==> src/rtl/lcd_seq_ctrl_if.sv <==
// Handshake bundle between the LCD sequencer and the LCD init/refresh engine.
// master = sequencer side, slave = engine/safe-logic side.
interface lcd_seq_ctrl_if;
    logic       upd_req;
    logic       lcd_finish;
    logic       lcd_enable;
    logic       mode;
    logic [1:0] lcd_cnt;
    logic       lcd_busy;
    logic       init_done;
    logic       lcd_err;

    modport master (
        input  upd_req,
        input  lcd_finish,
        output lcd_enable,
        output mode,
        output lcd_cnt,
        output lcd_busy,
        output init_done,
        output lcd_err
    );

    modport slave (
        output upd_req,
        output lcd_finish,
        input  lcd_enable,
        input  mode,
        input  lcd_cnt,
        input  lcd_busy,
        input  init_done,
        input  lcd_err
    );
endinterface

==> src/rtl/lcd_seq_ctrl.sv <==
// Power-up/init/refresh sequencer for the safe's LCD engine.
// Optional WAIT-state timeout with sticky error: define LCD_TIMEOUT_EN.
module lcd_seq_ctrl #(
    parameter int CNT_W      = 8,
    parameter int PWRUP_MS   = 20,
    parameter int INIT_CNT   = 3,
    parameter int REFR_CNT   = 3,
    parameter int REFRESH_MS = 250,
    parameter int TIMEOUT_MS = 50
) (
    input  logic          clk_1ms,
    input  logic          reset,
    lcd_seq_ctrl_if.master bus
);

    typedef enum logic [2:0] {
        PWRUP,
        INIT_REQ,
        INIT_WAIT,
        IDLE,
        REFR_REQ,
        REFR_WAIT
    } state_e;

    localparam logic [CNT_W-1:0] PWRUP_TERM = CNT_W'(PWRUP_MS - 1);
    localparam logic [CNT_W-1:0] REFR_TERM  = CNT_W'(REFRESH_MS - 1);
    localparam logic [1:0]       INIT_V     = 2'(INIT_CNT);
    localparam logic [1:0]       REFR_V     = 2'(REFR_CNT);

    if (PWRUP_MS < 1 || REFRESH_MS < 2 || TIMEOUT_MS < 1 ||
        PWRUP_MS >= (1 << CNT_W) || REFRESH_MS >= (1 << CNT_W) ||
        TIMEOUT_MS >= (1 << CNT_W)) begin : g_bad_cfg
        $error("lcd_seq_ctrl: ms parameter out of counter range");
    end

    state_e           state_q, state_d;
    logic [CNT_W-1:0] tick_q, tick_d;
    logic             pend_q, pend_d;
    logic             mode_q, mode_d;
    logic [1:0]       cnt_q, cnt_d;
    logic             en_q, en_d;
    logic             busy_q, busy_d;
    logic             done_q, done_d;

`ifdef LCD_TIMEOUT_EN
    localparam logic [CNT_W-1:0] TO_TERM = CNT_W'(TIMEOUT_MS - 1);
    logic err_q, err_d;
`endif

    always_comb begin
        state_d = state_q;
        tick_d  = tick_q;
        // a request in any state is remembered; the IDLE launch may clear it
        pend_d  = pend_q | bus.upd_req;
        mode_d  = mode_q;
        cnt_d   = cnt_q;
        done_d  = done_q;
`ifdef LCD_TIMEOUT_EN
        err_d   = err_q;
`endif
        unique case (state_q)
            PWRUP: begin
                if (tick_q == PWRUP_TERM) begin
                    tick_d  = '0;
                    state_d = INIT_REQ;
                end else begin
                    tick_d = tick_q + CNT_W'(1);
                end
            end
            INIT_REQ: begin
                state_d = INIT_WAIT;
            end
            INIT_WAIT: begin
                if (bus.lcd_finish) begin
                    done_d  = 1'b1;
                    tick_d  = '0;
                    state_d = IDLE;
`ifdef LCD_TIMEOUT_EN
                end else if (tick_q == TO_TERM) begin
                    err_d   = 1'b1;
                    done_d  = 1'b0;
                    tick_d  = '0;
                    state_d = PWRUP;
                end else begin
                    tick_d = tick_q + CNT_W'(1);
`endif
                end
            end
            IDLE: begin
                if (pend_q || tick_q == REFR_TERM) begin
                    tick_d  = '0;
                    pend_d  = bus.upd_req;
                    state_d = REFR_REQ;
                end else begin
                    tick_d = tick_q + CNT_W'(1);
                end
            end
            REFR_REQ: begin
                state_d = REFR_WAIT;
            end
            REFR_WAIT: begin
                if (bus.lcd_finish) begin
                    tick_d  = '0;
                    state_d = IDLE;
`ifdef LCD_TIMEOUT_EN
                end else if (tick_q == TO_TERM) begin
                    err_d   = 1'b1;
                    done_d  = 1'b0;
                    tick_d  = '0;
                    state_d = PWRUP;
                end else begin
                    tick_d = tick_q + CNT_W'(1);
`endif
                end
            end
            default: begin
                tick_d  = '0;
                state_d = PWRUP;
            end
        endcase

        // outputs are registered, so they are decoded from the next state
        if (state_d == INIT_REQ || state_d == PWRUP) begin
            mode_d = 1'b1;
            cnt_d  = INIT_V;
        end else if (state_d == REFR_REQ) begin
            mode_d = 1'b0;
            cnt_d  = REFR_V;
        end
        en_d   = (state_d == INIT_REQ) || (state_d == REFR_REQ);
        busy_d = (state_d != IDLE);
    end

    always_ff @(posedge clk_1ms or posedge reset) begin
        if (reset) begin
            state_q <= PWRUP;
            tick_q  <= '0;
            pend_q  <= 1'b0;
            mode_q  <= 1'b1;
            cnt_q   <= INIT_V;
            en_q    <= 1'b0;
            busy_q  <= 1'b1;
            done_q  <= 1'b0;
        end else begin
            state_q <= state_d;
            tick_q  <= tick_d;
            pend_q  <= pend_d;
            mode_q  <= mode_d;
            cnt_q   <= cnt_d;
            en_q    <= en_d;
            busy_q  <= busy_d;
            done_q  <= done_d;
        end
    end

`ifdef LCD_TIMEOUT_EN
    always_ff @(posedge clk_1ms or posedge reset) begin
        if (reset) begin
            err_q <= 1'b0;
        end else begin
            err_q <= err_d;
        end
    end

    assign bus.lcd_err = err_q;
`else
    assign bus.lcd_err = 1'b0;
`endif

    assign bus.lcd_enable = en_q;
    assign bus.mode       = mode_q;
    assign bus.lcd_cnt    = cnt_q;
    assign bus.lcd_busy   = busy_q;
    assign bus.init_done  = done_q;

endmodule

==> src/flat_wrapper.sv <==
// flat-port wrapper written by rule: the top's interface ports become plain ports
module lcd_seq_ctrl_flat 
#(
    parameter int CNT_W      = 8,
    parameter int PWRUP_MS   = 20,
    parameter int INIT_CNT   = 3,
    parameter int REFR_CNT   = 3,
    parameter int REFRESH_MS = 250,
    parameter int TIMEOUT_MS = 50
)
  (clk_1ms, reset, bus_upd_req, bus_lcd_finish, bus_lcd_enable, bus_mode, bus_lcd_cnt, bus_lcd_busy, bus_init_done, bus_lcd_err);
  lcd_seq_ctrl_if bus_i ();
  input  logic clk_1ms;
  input  logic reset;
  input wire logic [$bits(bus_i.upd_req)-1:0] bus_upd_req;
  input wire logic [$bits(bus_i.lcd_finish)-1:0] bus_lcd_finish;
  output wire logic [$bits(bus_i.lcd_enable)-1:0] bus_lcd_enable;
  output wire logic [$bits(bus_i.mode)-1:0] bus_mode;
  output wire logic [$bits(bus_i.lcd_cnt)-1:0] bus_lcd_cnt;
  output wire logic [$bits(bus_i.lcd_busy)-1:0] bus_lcd_busy;
  output wire logic [$bits(bus_i.init_done)-1:0] bus_init_done;
  output wire logic [$bits(bus_i.lcd_err)-1:0] bus_lcd_err;
  assign bus_i.upd_req = bus_upd_req;
  assign bus_i.lcd_finish = bus_lcd_finish;
  assign bus_lcd_enable = bus_i.lcd_enable;
  assign bus_mode = bus_i.mode;
  assign bus_lcd_cnt = bus_i.lcd_cnt;
  assign bus_lcd_busy = bus_i.lcd_busy;
  assign bus_init_done = bus_i.init_done;
  assign bus_lcd_err = bus_i.lcd_err;
  lcd_seq_ctrl #(.CNT_W(CNT_W), .PWRUP_MS(PWRUP_MS), .INIT_CNT(INIT_CNT), .REFR_CNT(REFR_CNT), .REFRESH_MS(REFRESH_MS), .TIMEOUT_MS(TIMEOUT_MS)) u_core (.clk_1ms(clk_1ms), .reset(reset), .bus(bus_i));
endmodule
==> config.mk <==
export PLATFORM = sky130hd
export DESIGN_NAME = lcd_seq_ctrl_flat
export DESIGN_NICKNAME = d
export VERILOG_FILES = /design/src/rtl/lcd_seq_ctrl_if.sv /design/src/rtl/lcd_seq_ctrl.sv /design/src/flat_wrapper.sv
export SDC_FILE = /design/constraint.sdc
export NUM_CORES = 1
export LEC_CHECK = 0
export ABC_AREA = 1
export CORE_AREA = 2 2 62 64
export DETAILED_ROUTE_END_ITERATION = 16
export DIE_AREA = 0 0 64 66
export PLACE_DENSITY = 0.46
export RECOVER_POWER = 25
export SLEW_MARGIN = 30
export SYNTH_ARGS = -nofsm -noshare
export SYNTH_HDL_FRONTEND = slang
export SYNTH_SLANG_ARGS = --single-unit
==> constraint.sdc <==
create_clock -name clk_1ms -period 2.65 [get_ports clk_1ms]
set_clock_uncertainty 0.15 [all_clocks]
set_input_delay 0.3975 -clock clk_1ms [delete_from_list [all_inputs] [get_ports clk_1ms]]
set_output_delay 0.3975 -clock clk_1ms [all_outputs]
set_load 0.05 [all_outputs]
* After elaboration in Yosys (flattened, before gate mapping)
Index checks and enable logic that the tools add are counted.
** Word-level totals
- Output and inout bits :: 7
- Flip-flop bits (word level) :: 18
- Input bits :: 4
** Operators by class
- Bitwise gates (word level) :: 2
- $add $sub $neg :: 1
- Equality and inequality tests :: 11
- Multiplexer cells :: 14
- Reduce and logical (&&, ||, !) cells :: 10
** Operators by type and width (number)
- $pmux W8 S4 :: 1
- $mux W8 :: 3
- $pmux W3 S5 :: 1
- $eq A3 B3 Y1 const B :: 3
- $mux W3 :: 3
- $add A8 B1 Y8 const B :: 1
- $eq A8 B5 Y1 const B :: 1
- $eq A8 B8 Y1 const B :: 1
- $eq A3 B1 Y1 const B :: 2
- $eq A3 B2 Y1 const B :: 2
- $logic_not A3 Y1 :: 2
- $mux W1 :: 4
- $mux W2 :: 2
- $reduce_and A2 Y1 :: 2
- $reduce_or A2 Y1 :: 2
- $logic_or A1 B1 Y1 :: 3
- $ne A3 B2 Y1 const B :: 1
- $ne A2 B1 Y1 const B :: 1
- $reduce_bool A2 Y1 :: 1
- $not A1 Y1 :: 1
- $or A1 B1 Y1 :: 1

* Longest topological paths before layout
- Depth after elaboration :: 7
- Gate-level depth with buffers :: 9
- Depth with buffers taken out :: 9

* Worst setup path before layout
No wires, ideal clock.
- Path type :: flip-flop to flip-flop
- From :: register u_core.tick_q[0]
- To :: register u_core.tick_q[4]
- Stages on the path, launching flop included :: 6
- Period minus slack after synthesis :: 1401 ps
- Path slack :: 1249 ps
- Buffers on the path :: 0
- Setup time :: 124 ps
- Data arrival time :: 1127 ps
- Cell sequence :: dfrtp_1 > ha_1 > nor3b_1 > nand2_1 > nand3_1 > nand3_1
** On the way
- Cells in the longest elaborated chain, start to end :: 4
- Elaborated cells on any way between the ends :: 7
- Those cells by class :: add/sub (1); eq/ne (2); mux (3); reduce/logical (1)
** RTL lines
- start: declaration :: RTL line lcd_seq_ctrl.sv:37 : logic [CNT_W-1:0] tick_q, tick_d;
- start signal: assignment :: RTL line lcd_seq_ctrl.sv:146 : tick_q <= tick_d;
- parallel branches: the longest is 3 deep, another holds $add A8 B1 Y8
- $pmux W8 S4 * :: RTL line lcd_seq_ctrl.sv:61 : unique case (state_q)
Mark *: on every way between the ends.
A chain may end at the register's enable or synchronous reset.

* Worst setup path after layout
- From :: register u_core.mode_q, in the netlist u_core.bus.mode
- To :: output bus_mode
** RTL lines
- start: declaration :: RTL line lcd_seq_ctrl.sv:39 : logic mode_q, mode_d;
- start signal: assignment :: RTL line lcd_seq_ctrl.sv:148 : mode_q <= mode_d;
- end: declaration :: RTL line flat_wrapper.sv:18 : output wire logic [$bits(bus_i.mode)-1:0] bus_mode;
No word-level cell between the ends.

==> reports/results.md <==
Floorplanning
• initial cell density of the core: 28.9%
• die outline area: 4220 um^2
• row count: 22
• IO Pins: 11
• core box area: 3550 um^2
• height of the die: 66 um
• horizontal extent of the die: 64 um

STA
• Worst Hold Slack: 338 ps
• Tcrit/Tclk final: 81.8%
• Final Hold Violating Endpoints: 0
• tightest slew margin relative to the limit: 57.8%
• maximum frequency from static timing analysis: 461 MHz
• Slew Limit Fails: 0
• number of failing setup endpoints in the final timing report: 0
• setup repair after global routing missed its margin: no
• clock period minus final worst setup slack: 2170 ps
• setup TNS: 0 ps
• slew at the pin with the worst max-slew slack: 633 ps

Global route
• global route total overflow: 0
• global-route wire length before repair: 4050 um
• via count of the first global-routing pass: 872
• global-route usage over all layers: 12.4%
• initial antenna violation count: 0
• pin count of the biggest net entering global routing: 17

Placement
• count of placed standard cells including taps: 183
• quantity of I/O buffers inserted on ports: 7
• Placed Instance Area: 1120 um^2
• final weighted congestion in routability-driven placement: 0.698
• placed wire-length estimate after detailed placement: 1640 um

Yosys
• number of instances in the synthesized netlist: 132
• share of flip-flops with an asynchronous set or reset after synthesis: 100%
• fraction of the mapped netlist area in compound gates: 4.87%
• post-synthesis mux area share: 0%
• Yosys warning count: 0
• post-synthesis instance area: 1030 um^2
• number of distinct library cells after synthesis: 27
• sequential-to-total area share from yosys stat: 39.2%
• cell with the most instances after synthesis: nand3_1
• synthesized-area fraction occupied by and/or/nand/nor cells: 40.0%
• number of synthesized flops with an enable pin: 0
• Synth Area in Adders: 2.44%
• most instantiated flip-flop cell in the synthesis netlist: dfrtp_1
• average cell area after synthesis: 7.78 um^2
• largest cells by area after synthesis: dfrtp_1, nand3_1, nand2_1
• cell types with the highest counts after synthesis: nand3_1, nand2_1, dfrtp_1
• register bit total from synthesis: 16
• parity-gate share of the synthesized area counting xor and xnor cells: 2.56%
• Yosys top cell by area: dfrtp_1
• main combinational cell family by area after synthesis: simple AND/OR/NAND/NOR gates
• area share of the largest cell type after synthesis: 34.1%

Hold path
• Hold Path Cell Cnt: 2
• Hold Path End: u_core.bus.mode
• hold wc startpoint: u_core.bus.mode
• class of the tightest hold or removal check: reg -> reg

Pwr
• Max IR drop VDD: 0.417 mV
• pwr dens: 825 nW/um^2
• leakage power total: 0.530 nW

Setup path
• data arrival time of the critical path: 1620 ps
• required time at the endpoint of the critical path: 2100 ps
• reg-to-reg slack, setup: 1030 ps
• Max stage delay cell, worst path: clkdlybuf4s50_1
• largest stage delay on the critical path: 800 ps
• Critical Path Start Type: flip-flop
• number of cells on the worst reg-to-reg path: 5
• Critical Path End Type: output port
• Worst path top cell family by delay: buffers and inverters
• FF-to-FF Start: u_core.tick_q[0]
• count of buffer and inverter cells on the critical path: 1
• biggest fanout along the worst timing path: 2
• Critical R2R Capture: u_core.tick_q[4]
• Crit Path Class: reg -> out
• ordered cell list for the critical path: clkdlybuf4s50_1

Detailed routing
• routed length per placed instance: 11.9 um
• number of nets with antenna violations after routing: 0
• DRC violations left: 0
• first-pass detailed-route iteration total: 4
• routed wire length: 2220 um
• mean number of vias per cell: 4.56
• Starting DRT DRC Count: 24
• count of vias placed by the detailed router: 853

Clocking
• TritonCTS clock tree: built
• number of buffers added to fix hold violations after cts: 0
• number of buffers inserted by post-CTS setup repair: 0
• clock network latency to the later pin of the worst-skew pair: 290 ps
• clock edge transition at the registers on the reported setup and hold paths: 100 ps
• maximum number of buffers from clock root to sink: 2
• cts bufs inserted: 3
• total number of H-tree levels: 1
• Clock Sinks: 16
• Post-CTS Resized: 0
• cell at the root of the clock tree: clkbuf_4

Layout
• layout cell share with drive strength beyond 1: 15.8%
• Design Area, Final: 1160 um^2
• final instance count without filler cells: 187
• P&R area growth vs syn: 12.5%
• diode insertion count for antenna repair: 0
• # nets final: 146
• Filler Cell Count: 387

Job
• count of max-cap constraint violations: 0

Run status
• result of the run: finished clean

[metrics by stage]
step / util (%) / worst slack (ps) / power (mW)
final: 32.6 / 481 / 0.954
after global routing: 32.6 / 414 / 1.05
after CTS: 32.6 / 463 / 0.966
after detailed placement: 31.5 / 800 / 0.792
after global placement: 31.5 / 805 / 0.785
after floorplan: - / 1250 / 0.695
[layer usage]
metal | global-route usage [%] | wire length, um
met5 | 0 | 0
met4 | 2.45 | 11
met3 | 3.24 | 67
met2 | 22.0 | 1080
met1 | 15.1 | 1060
[where the power goes]
group	total, mW	internal (mW)	leakage (nW)	switching [mW]
combinational	0.401	0.141	0.309	0.261
sequential	0.385	0.306	0.200	0.0789
clock	0.168	0.0836	0.0210	0.0845
total	0.954	0.530	0.530	0.424
[placed cells by master, fill, tap and decap left out, types with 2 or more instances in the layout]
cell / n
inv_1: 13
nor2_2: 2
inv_2: 4
nand3_1: 31
clkbuf_4: 3
nor3_1: 2
nand3_2: 2
conb_1: 3
nand4_1: 2
clkdlybuf4s50_1: 6
nor2_1: 7
xor2_1: 3
ha_1: 2
nand2_1: 27
nand2_2: 4
dfstp_2: 2
dfrtp_1: 14
[logic make-up (layout without fill, tap and decap cells)]
group / count (synthesis) / count (layout)
AO/OA/AOI/OAI: 6 / 6
buffers and inverters: 22 / 28
XOR/XNOR: 3 / 3
adder cells (fa/ha/maj): 2 / 2
other: 2 / 3
AND/OR/NAND/NOR: 81 / 81
flip-flops: 16 / 16
[worst max path at each step]
stage                                    from          endpoint  slack [ps]  depth (start not counted)
after floorplan              u_core.tick_q[0]  u_core.tick_q[4]        1250                          5
after global placement        u_core.bus.mode          bus_mode         810                          1
after detailed placement      u_core.bus.mode          bus_mode         800                          1
after CTS                 u_core.bus.lcd_busy      bus_lcd_busy         460                          1
after global routing      u_core.bus.lcd_busy      bus_lcd_busy         410                          1
final                         u_core.bus.mode          bus_mode         480                          1
[state kept, by name (all words and copies together) (netlist names)]
register               count
u_core.pend_q              1
u_core.bus.init_done       1
u_core.bus.lcd_busy        1
u_core.state_q             3
u_core.bus.lcd_enable      1
u_core.tick_q              8
u_core.bus.mode            1
[cell type report]
| cell class | instances | area (um^2) | share of cell area [%] |
|---|---|---|---|
| clock buffer | 4 | 36.3 | 3.14 |
| inverter | 17 | 63.8 | 5.52 |
| multi-input combinational | 95 | 523 | 45.2 |
| sequential | 16 | 403 | 34.8 |
| tap | 48 | 60.1 | 5.19 |
| timing repair buffer | 7 | 70.1 | 6.06 |
Note: power is estimated with default switching activity, not from simulation.
==> variant: new RTL, config.mk and constraints unchanged <==
Encoding of `state_e`: now one-hot (6 bits for 6 states).
--- a/src/rtl/lcd_seq_ctrl.sv
+++ b/src/rtl/lcd_seq_ctrl.sv
@@ -13,13 +13,13 @@
     lcd_seq_ctrl_if.master bus
 );
 
-    typedef enum logic [2:0] {
-        PWRUP,
-        INIT_REQ,
-        INIT_WAIT,
-        IDLE,
-        REFR_REQ,
-        REFR_WAIT
+    typedef enum logic [5:0] {
+        PWRUP     = 6'b000001,
+        INIT_REQ  = 6'b000010,
+        INIT_WAIT = 6'b000100,
+        IDLE      = 6'b001000,
+        REFR_REQ  = 6'b010000,
+        REFR_WAIT = 6'b100000
     } state_e;
 
     localparam logic [CNT_W-1:0] PWRUP_TERM = CNT_W'(PWRUP_MS - 1);
Function: same outputs for any inputs over 10 cycles, from zero or initial values and one cycle with reset high; not proved beyond that.
==> variant against the original RTL <==
Wire length rose by 5.7%; synthesized area up 12%; total power fell by 12%; largest cell class unchanged; final area rose by 11%; first-iteration DRC count grew 150%; utilization grew 3.5 points; maximum frequency down 0.87%; count of clock-buffer cells in the layout decreased by 1; sequential cell count up 3; setup slack got worse by 19 ps.
==> variant: results (changes against the original RTL) <==
| Metric | Value |
|---|---|
| Global-route wire length before repair | 4570 um (was 4050 um) |
| Layout cells sized above 1 | 0.150 (was 0.158) |
| Sw frac | 0.410 (was 0.445) |
| Status | finished, final reports clean (unchanged) |
| Post-synth top cells | 41 x nand2_1, 20 x nand3_1, 19 x inv_1 (was 31 x nand3_1, 27 x nand2_1, 14 x dfrtp_1) |
| Vias/cell | 4.46 (was 4.56) |
| Vias in the first global route | 1006 (was 872) |
| Register area share after synthesis | 0.417 (was 0.392) |
| Reg-to-reg setup timing slack | 950 ps (was 1030 ps) |
| Synth area leaders | dfrtp_1 35%, nand2_1 13%, nand3_1 8.7% (was dfrtp_1 34%, nand3_1 15%, nand2_1 9.9%) |
| Antenna violations before repair | 0 (unchanged) |
| Worst vdd ir | 0.000265 V (was 0.000417 V) |
| Top Registers | u_core.tick_q: 8 flops, u_core.state_q: 6 flops (was u_core.tick_q: 8 flops, u_core.state_q: 3 flops) |
| Final net count | 167 (was 146) |
| Largest net degree at the start of global routing | 20 (was 17) |
| Vias | 928 (was 853) |
| Arr. time, crit path | 1640 ps (was 1620 ps) |
| Reg clk slew, reported paths | 120 ps (was 100 ps) |
| GRT Overall Usage | 0.139 (was 0.124) |
| Avg Inst Size Synth | 7.56 um2 (was 7.78 um2) |
| Pre-CTS WS | 795 ps (was 800 ps) |
| Pleak | 0.618 nW (was 0.530 nW) |
| Worst Tran Pin Value | 739 ps (was 633 ps) |
| Count of cell types in the netlist | 24 (was 27) |
| Drt wl/cell | 11.3 um (was 11.9 um) |
| Setup ws final | 462 ps (was 481 ps) |
| Clk pwr | 0.000149 W (was 0.000168 W) |
variant: path summary, 6_finish.rpt:
check                                             start                      endpoint  depth (start not counted)
max                         u_core.bus.mode$_DFFE_PP1P_                      bus_mode                          1
min                         u_core.bus.mode$_DFFE_PP1P_   u_core.bus.mode$_DFFE_PP1P_                          2
max reg2reg                u_core.tick_q[0]$_DFFE_PP0P_  u_core.tick_q[6]$_DFFE_PP0P_                          8
min reg2reg                 u_core.bus.mode$_DFFE_PP1P_   u_core.bus.mode$_DFFE_PP1P_                          2
max in group asynchronous                         reset  u_core.tick_q[5]$_DFFE_PP0P_                          2
min in group asynchronous                         reset   u_core.state_q[2]$_DFF_PP0_                          2
variant: cell type report:
| class | count | area, um2 |
|---|---|---|
| multi-input combinational | 109 | 562 |
| clock inverter | 1 | 5.00 |
| tap | 48 | 60.1 |
| clock buffer | 3 | 22.5 |
| fill | 386 | 2270 |
| sequential | 19 | 479 |
| inverter | 21 | 80.1 |
| timing repair buffer | 7 | 70.1 |
variant: kinds of logic after synthesis:
group                      after synthesis  share of synthesized area
AOI/OAI and AO/OA                        9                     0.0555
xor gates and xnor gates                 1                    0.00762
buffers and inverters                   25                     0.0958
other                                    2                    0.00653
DFF                                     19                      0.417
and+or+nand+nor                         94                      0.396
adders and majority gates                2                     0.0218
variant: layer usage:
metal	global-route usage	up-vias	wire length [um]
met2	0.241	6	1160
met4	0.0652	0	22
li1	-	491	-
met3	0.0221	2	47
met5	0	-	0
met1	0.168	429	1110
variant: metrics by stage:
step	hold WS (ps)	area, um2
2_1_floorplan	196	1150
3_3_place_gp	307	1250
3_5_place_dp	309	1250
4_1_cts	331	1280
5_1_grt	368	1280
6_report	330	1280
